<file path="src/rtl/capture_history.sv">
// Snapshot history: captures i_val into a newest-first history on synchronised trigger edges.
// Optional CAPTURE_HISTORY_DEBOUNCE_EN adds a settle counter before a trigger level is accepted.
module capture_history #(
    parameter int p_width     = 6,
    parameter int p_depth     = 3,
    parameter int p_edge_mode = 0,
    parameter int p_debounce  = 1_000_000
) (
    input  logic               i_clk,
    input  logic               i_rst,
    input  logic [p_width-1:0] i_val,
    input  logic               i_trig,
    input  logic               i_clr,
    input  logic               i_hold,
    output logic [p_width-1:0] o_hist [p_depth],
    output logic [p_depth-1:0] o_valid,
    output logic [$clog2(p_depth+1)-1:0] o_count,
    output logic               o_full,
    output logic               o_cap
);
    localparam int CW = $clog2(p_depth + 1);

    if (p_depth < 1 || p_debounce < 1) begin : g_bad_param
        $error("capture_history: p_depth and p_debounce must be >= 1");
    end

`ifdef CAPTURE_HISTORY_DEBOUNCE_EN
    localparam int DW = $clog2(p_debounce + 1);
    typedef enum logic [1:0] {S_ARM, S_RUN, S_SETTLE} state_t;
    logic [DW-1:0] deb_q, deb_d;
`else
    typedef enum logic [1:0] {S_ARM, S_RUN} state_t;
`endif

    state_t state_q, state_d;
    logic [1:0] arm_q, arm_d;
    logic s1_q, s1_d, s2_q, s2_d;
    logic prev_q, prev_d;
    logic edge_q, edge_d;
    logic cap_q, cap_d;
    logic [p_width-1:0] hist_q [p_depth];
    logic [p_width-1:0] hist_d [p_depth];
    logic [p_depth-1:0] valid_q, valid_d;
    logic [CW-1:0] count_q, count_d;

    function automatic logic edge_ok(input logic cur, input logic prv);
        case (p_edge_mode)
            1:       edge_ok = cur & ~prv;
            2:       edge_ok = ~cur & prv;
            default: edge_ok = cur ^ prv;
        endcase
    endfunction

    always_comb begin
        s1_d    = i_trig;
        s2_d    = s1_q;
        state_d = state_q;
        arm_d   = arm_q;
        prev_d  = prev_q;
        edge_d  = 1'b0;
        cap_d   = 1'b0;
        hist_d  = hist_q;
        valid_d = valid_q;
        count_d = count_q;
`ifdef CAPTURE_HISTORY_DEBOUNCE_EN
        deb_d   = deb_q;
`endif
        unique case (state_q)
            S_ARM: begin
                prev_d = s2_q;
                if (arm_q == 2'd2) state_d = S_RUN;
                else               arm_d   = arm_q + 2'd1;
            end
`ifdef CAPTURE_HISTORY_DEBOUNCE_EN
            S_RUN: begin
                if (s2_q != prev_q) begin
                    state_d = S_SETTLE;
                    deb_d   = DW'(p_debounce - 1);
                end
            end
            S_SETTLE: begin
                // prev_q is the last accepted stable level here
                if (s2_q == prev_q) begin
                    state_d = S_RUN;
                end else if (deb_q == '0) begin
                    prev_d  = s2_q;
                    edge_d  = edge_ok(s2_q, prev_q);
                    state_d = S_RUN;
                end else begin
                    deb_d = deb_q - DW'(1);
                end
            end
`else
            S_RUN: begin
                edge_d = edge_ok(s2_q, prev_q);
                prev_d = s2_q;
            end
`endif
            default: state_d = S_ARM;
        endcase

        if (i_clr) begin
            for (int i = 0; i < p_depth; i++) hist_d[i] = '0;
            valid_d = '0;
            count_d = '0;
        end else if (edge_q && !i_hold) begin
            cap_d      = 1'b1;
            hist_d[0]  = i_val;
            valid_d[0] = 1'b1;
            for (int i = 1; i < p_depth; i++) begin
                hist_d[i]  = hist_q[i-1];
                valid_d[i] = valid_q[i-1];
            end
            if (count_q != CW'(p_depth)) count_d = count_q + CW'(1);
        end
    end

    always_ff @(posedge i_clk) begin
        if (i_rst) begin
            state_q <= S_ARM;
            arm_q   <= '0;
            s1_q    <= 1'b0;
            s2_q    <= 1'b0;
            prev_q  <= 1'b0;
            edge_q  <= 1'b0;
            cap_q   <= 1'b0;
            for (int i = 0; i < p_depth; i++) hist_q[i] <= '0;
            valid_q <= '0;
            count_q <= '0;
`ifdef CAPTURE_HISTORY_DEBOUNCE_EN
            deb_q   <= '0;
`endif
        end else begin
            state_q <= state_d;
            arm_q   <= arm_d;
            s1_q    <= s1_d;
            s2_q    <= s2_d;
            prev_q  <= prev_d;
            edge_q  <= edge_d;
            cap_q   <= cap_d;
            hist_q  <= hist_d;
            valid_q <= valid_d;
            count_q <= count_d;
`ifdef CAPTURE_HISTORY_DEBOUNCE_EN
            deb_q   <= deb_d;
`endif
        end
    end

    assign o_hist  = hist_q;
    assign o_valid = valid_q;
    assign o_count = count_q;
    assign o_full  = (count_q == CW'(p_depth));
    assign o_cap   = cap_q;
endmodule
</file>
<file path="config.mk">
export PLATFORM = sky130hd
export DESIGN_NAME = capture_history
export DESIGN_NICKNAME = d
export VERILOG_FILES = /design/src/rtl/capture_history.sv
export SDC_FILE = /design/constraint.sdc
export NUM_CORES = 1
export LEC_CHECK = 0
export CAP_MARGIN = 20
export CORE_ASPECT_RATIO = 0.5
export CORE_MARGIN = 2
export CORE_UTILIZATION = 30
export CTS_CLUSTER_DIAMETER = 50
export DETAILED_ROUTE_END_ITERATION = 8
export GPL_TIMING_DRIVEN = 0
export PLACE_DENSITY_LB_ADDON = 0.15
export SYNTH_ARGS = -nofsm -noshare
export SYNTH_HDL_FRONTEND = slang
export SYNTH_SLANG_ARGS = --single-unit
</file>
<file path="constraint.sdc">
create_clock -name i_clk -period 2.6 [get_ports i_clk]
set_input_delay 0.52 -clock i_clk [delete_from_list [all_inputs] [get_ports i_clk]]
set_output_delay 0.52 -clock i_clk [all_outputs]
set_load 0.02 [all_outputs]
</file>
==> flow_metrics.env <==
export IMPL_netlist_area_sq_mm=0.00116
export IMPL_start_util_pct=32.5
export IMPL_gr_total_overflow=0
export IMPL_p_per_area_mw_per_mm2=604
export IMPL_syn_avg_cell_area_sq_um=9.33
export IMPL_status="completed"
export IMPL_numPortBuffers=35
export IMPL_ys_ff_latch=31
export IMPL_min_period_ps=1990
export IMPL_synth_most_common_cell="nand2_1"
export IMPL_finalMaxSlewViolations=0
export IMPL_ant_nets=0
export IMPL_dieHeight_um=47.9
export IMPL_max_freq_ghz=0.504
export IMPL_post_route_drc_count=0
export IMPL_clockBufferDepth=2
export IMPL_grt_antenna_before_repair=0
export IMPL_maxCapViolations=0
export IMPL_drive_above_1_share_pct=20.4
export IMPL_drt_iter0_drc=24
export IMPL_syn2layout_area_growth_pct=44.4
export IMPL_h_tree_depth=2
export IMPL_dpl_worst_slack_ps=789
export IMPL_yosysWarnings=0
export IMPL_endpoint_kind="output port"
export IMPL_crit_fanout=3
export IMPL_synth_nets=137
export IMPL_place_gp_congestion=0.657
export IMPL_setup_ws_ps=614
export IMPL_peakVddDrop_mv=0.422
export IMPL_wirelength_um=2240
export IMPL_yosysSeqAreaShare_pct=53.6
export IMPL_core_area_sq_mm=0.00357
export IMPL_syn_inst=124
export IMPL_final_cell_count_no_fill=218
export IMPL_dr_pass1_iters=4
export IMPL_grt_max_degree=11
export IMPL_synth_edf_count=0
export IMPL_ys_top_cells_by_count="nand2_1 (41), dfxtp_1 (31), a21oi_2 (17)"
export IMPL_relSlewSlack_pct=80.1
export IMPL_num_vias=903
export IMPL_synth_top_area_share_pct=53.6
export IMPL_ys_async_sr_fraction_pct=0
export IMPL_hold_path_class="reg -> reg"
export IMPL_dieArea_sq_mm=0.00440
export IMPL_diodes=0
export IMPL_die_width_um=91.8
export IMPL_critical_path_class="reg -> out"
export IMPL_wl_per_cell_um=10.3
export IMPL_gr_usage_all_layers_pct=10.9
export IMPL_post_route_util_pct=46.9
export IMPL_clk_latency_ps=280
export IMPL_cts_tree="done"
export IMPL_fin_skew_ps=6.23
export IMPL_synthFlopType="dfxtp_1"
export IMPL_via_per_inst=4.14
export IMPL_yosys_area_top_type="dfxtp_1"
export IMPL_hold_buffers=0
export IMPL_post_cts_resized=0
export IMPL_cp_start_kind="flip-flop"
export IMPL_setup_viol=0
export IMPL_clockRootBuffer="clkbuf_8"
export IMPL_grt_pass1_vias=781
export IMPL_hpwl_um=1590
export IMPL_core_rowCount=15
export IMPL_rsz0062_at_grt="false"
export IMPL_clk_pin_slew_ps=60
export IMPL_tightest_slew_ps=298
export IMPL_numClockSinks=31
export IMPL_fin_nets=179
export IMPL_fin_setup_tns_ps=0
export IMPL_critPathArrivalTime_ps=1470
export IMPL_dp_cells=210
export IMPL_synthTopCellsByArea="dfxtp_1 (54%), nand2_1 (13%), a21oi_2 (13%), buf_6 (2.9%), xnor2_1 (2.3%)"
export IMPL_timing_final_crit_share_pct=76.4
export IMPL_required_ps=2080
export IMPL_numCtsBuffers=5
export IMPL_p_leak_nw=0.546
export IMPL_grt_pass1_wl_um=3530
export IMPL_cts_setup_buffers=0
export IMPL_synth_distinct_cells=18
export IMPL_ios=36
export IMPL_finalHoldViolCount=0
cell families (layout without fill, tap and decap cells):
family                   after synthesis  after routing  share of synthesized area [%]
XOR/XNOR                               3              3                           2.27
adder cells (fa/ha/maj)                2              2                           2.16
AND/OR/NAND/NOR                       57             57                           21.3
AO/OA/AOI/OAI                         23             23                           15.7
flip-flops                            31             31                           53.6
buffers and inverters                  8             51                           4.97
sequential cells by signal, indices dropped and copies added (netlist names):
name,count
o_hist,18
state_q,1
s1_q,1
edge_q,1
s2_q,1
o_cap,1
arm_q,2
o_count,2
prev_q,1
o_valid,3
where the power goes:
group / switching (W) / leakage [nW] / internal (W)
registers: 0.0000106 / 0.251 / 0.000496
logic: 0.0000448 / 0.243 / 0.0000481
clock network: 0.000169 / 0.0515 / 0.000241
final timing paths:
path              start  cells past startpoint         end  slack, ps
max reg2reg  o_count[0]                      4  o_count[0]       1420
min                s1_q                      1        s2_q        430
max          o_count[0]                      2      o_full        610
min reg2reg        s1_q                      1        s2_q        430
cell usage in the layout, fill, tap and decap left out:
cell             Yosys  layout
a21oi_1              4       4
nor2_2               3       3
clkdlybuf4s50_1      0      35
nor2b_1              2       2
or2_1                1       1
nand2b_1             1       1
a211oi_1             1       1
xnor2_1              3       3
nand2_1             41      41
nor3b_1              2       2
clkbuf_1             0       1
ha_1                 2       2
buf_6                3       3
and2b_1              2       2
a21oi_2             17      17
inv_1                1       1
dfxtp_1             31      31
nor2_1               5       5
o21ai_0              1       1
buf_2                4       4
clkbuf_8             0       7
worst max-delay path, stage by stage (launching register included):
cell	delay [ps]
dfxtp_1	370
ha_1	200
clkdlybuf4s50_1	610
per-stage QoR:
stage	hold WS [ps]	cell area, sq um	total power [W]
floorplan	411	1160	0.000579
global placement	413	1570	0.000607
detailed placement	423	1570	0.000611
CTS	438	1670	0.00103
global route	460	1670	0.00106
finish	432	1670	0.00101
final cells by class:
cell class              count  area [sq um]
multi-input cells          85           479
well taps                  51          63.8
repair buffers             35           350
plain buffers               7          53.8
fillers                   365          1890
inverters                   1          3.75
flip-flops and latches     31           621
clock buffers               8           100
per-layer routing:
metal | track usage [%] | part of all wire [%] | vias up
li1 | - | - | 480
met1 | 13.5 | 50 | 400
met2 | 16.3 | 43 | 19
met3 | 5.51 | 5.2 | 4
met4 | 5.37 | 1.3 | 0
met5 | 0 | 0 | -
(Power assumes the default switching activity.)
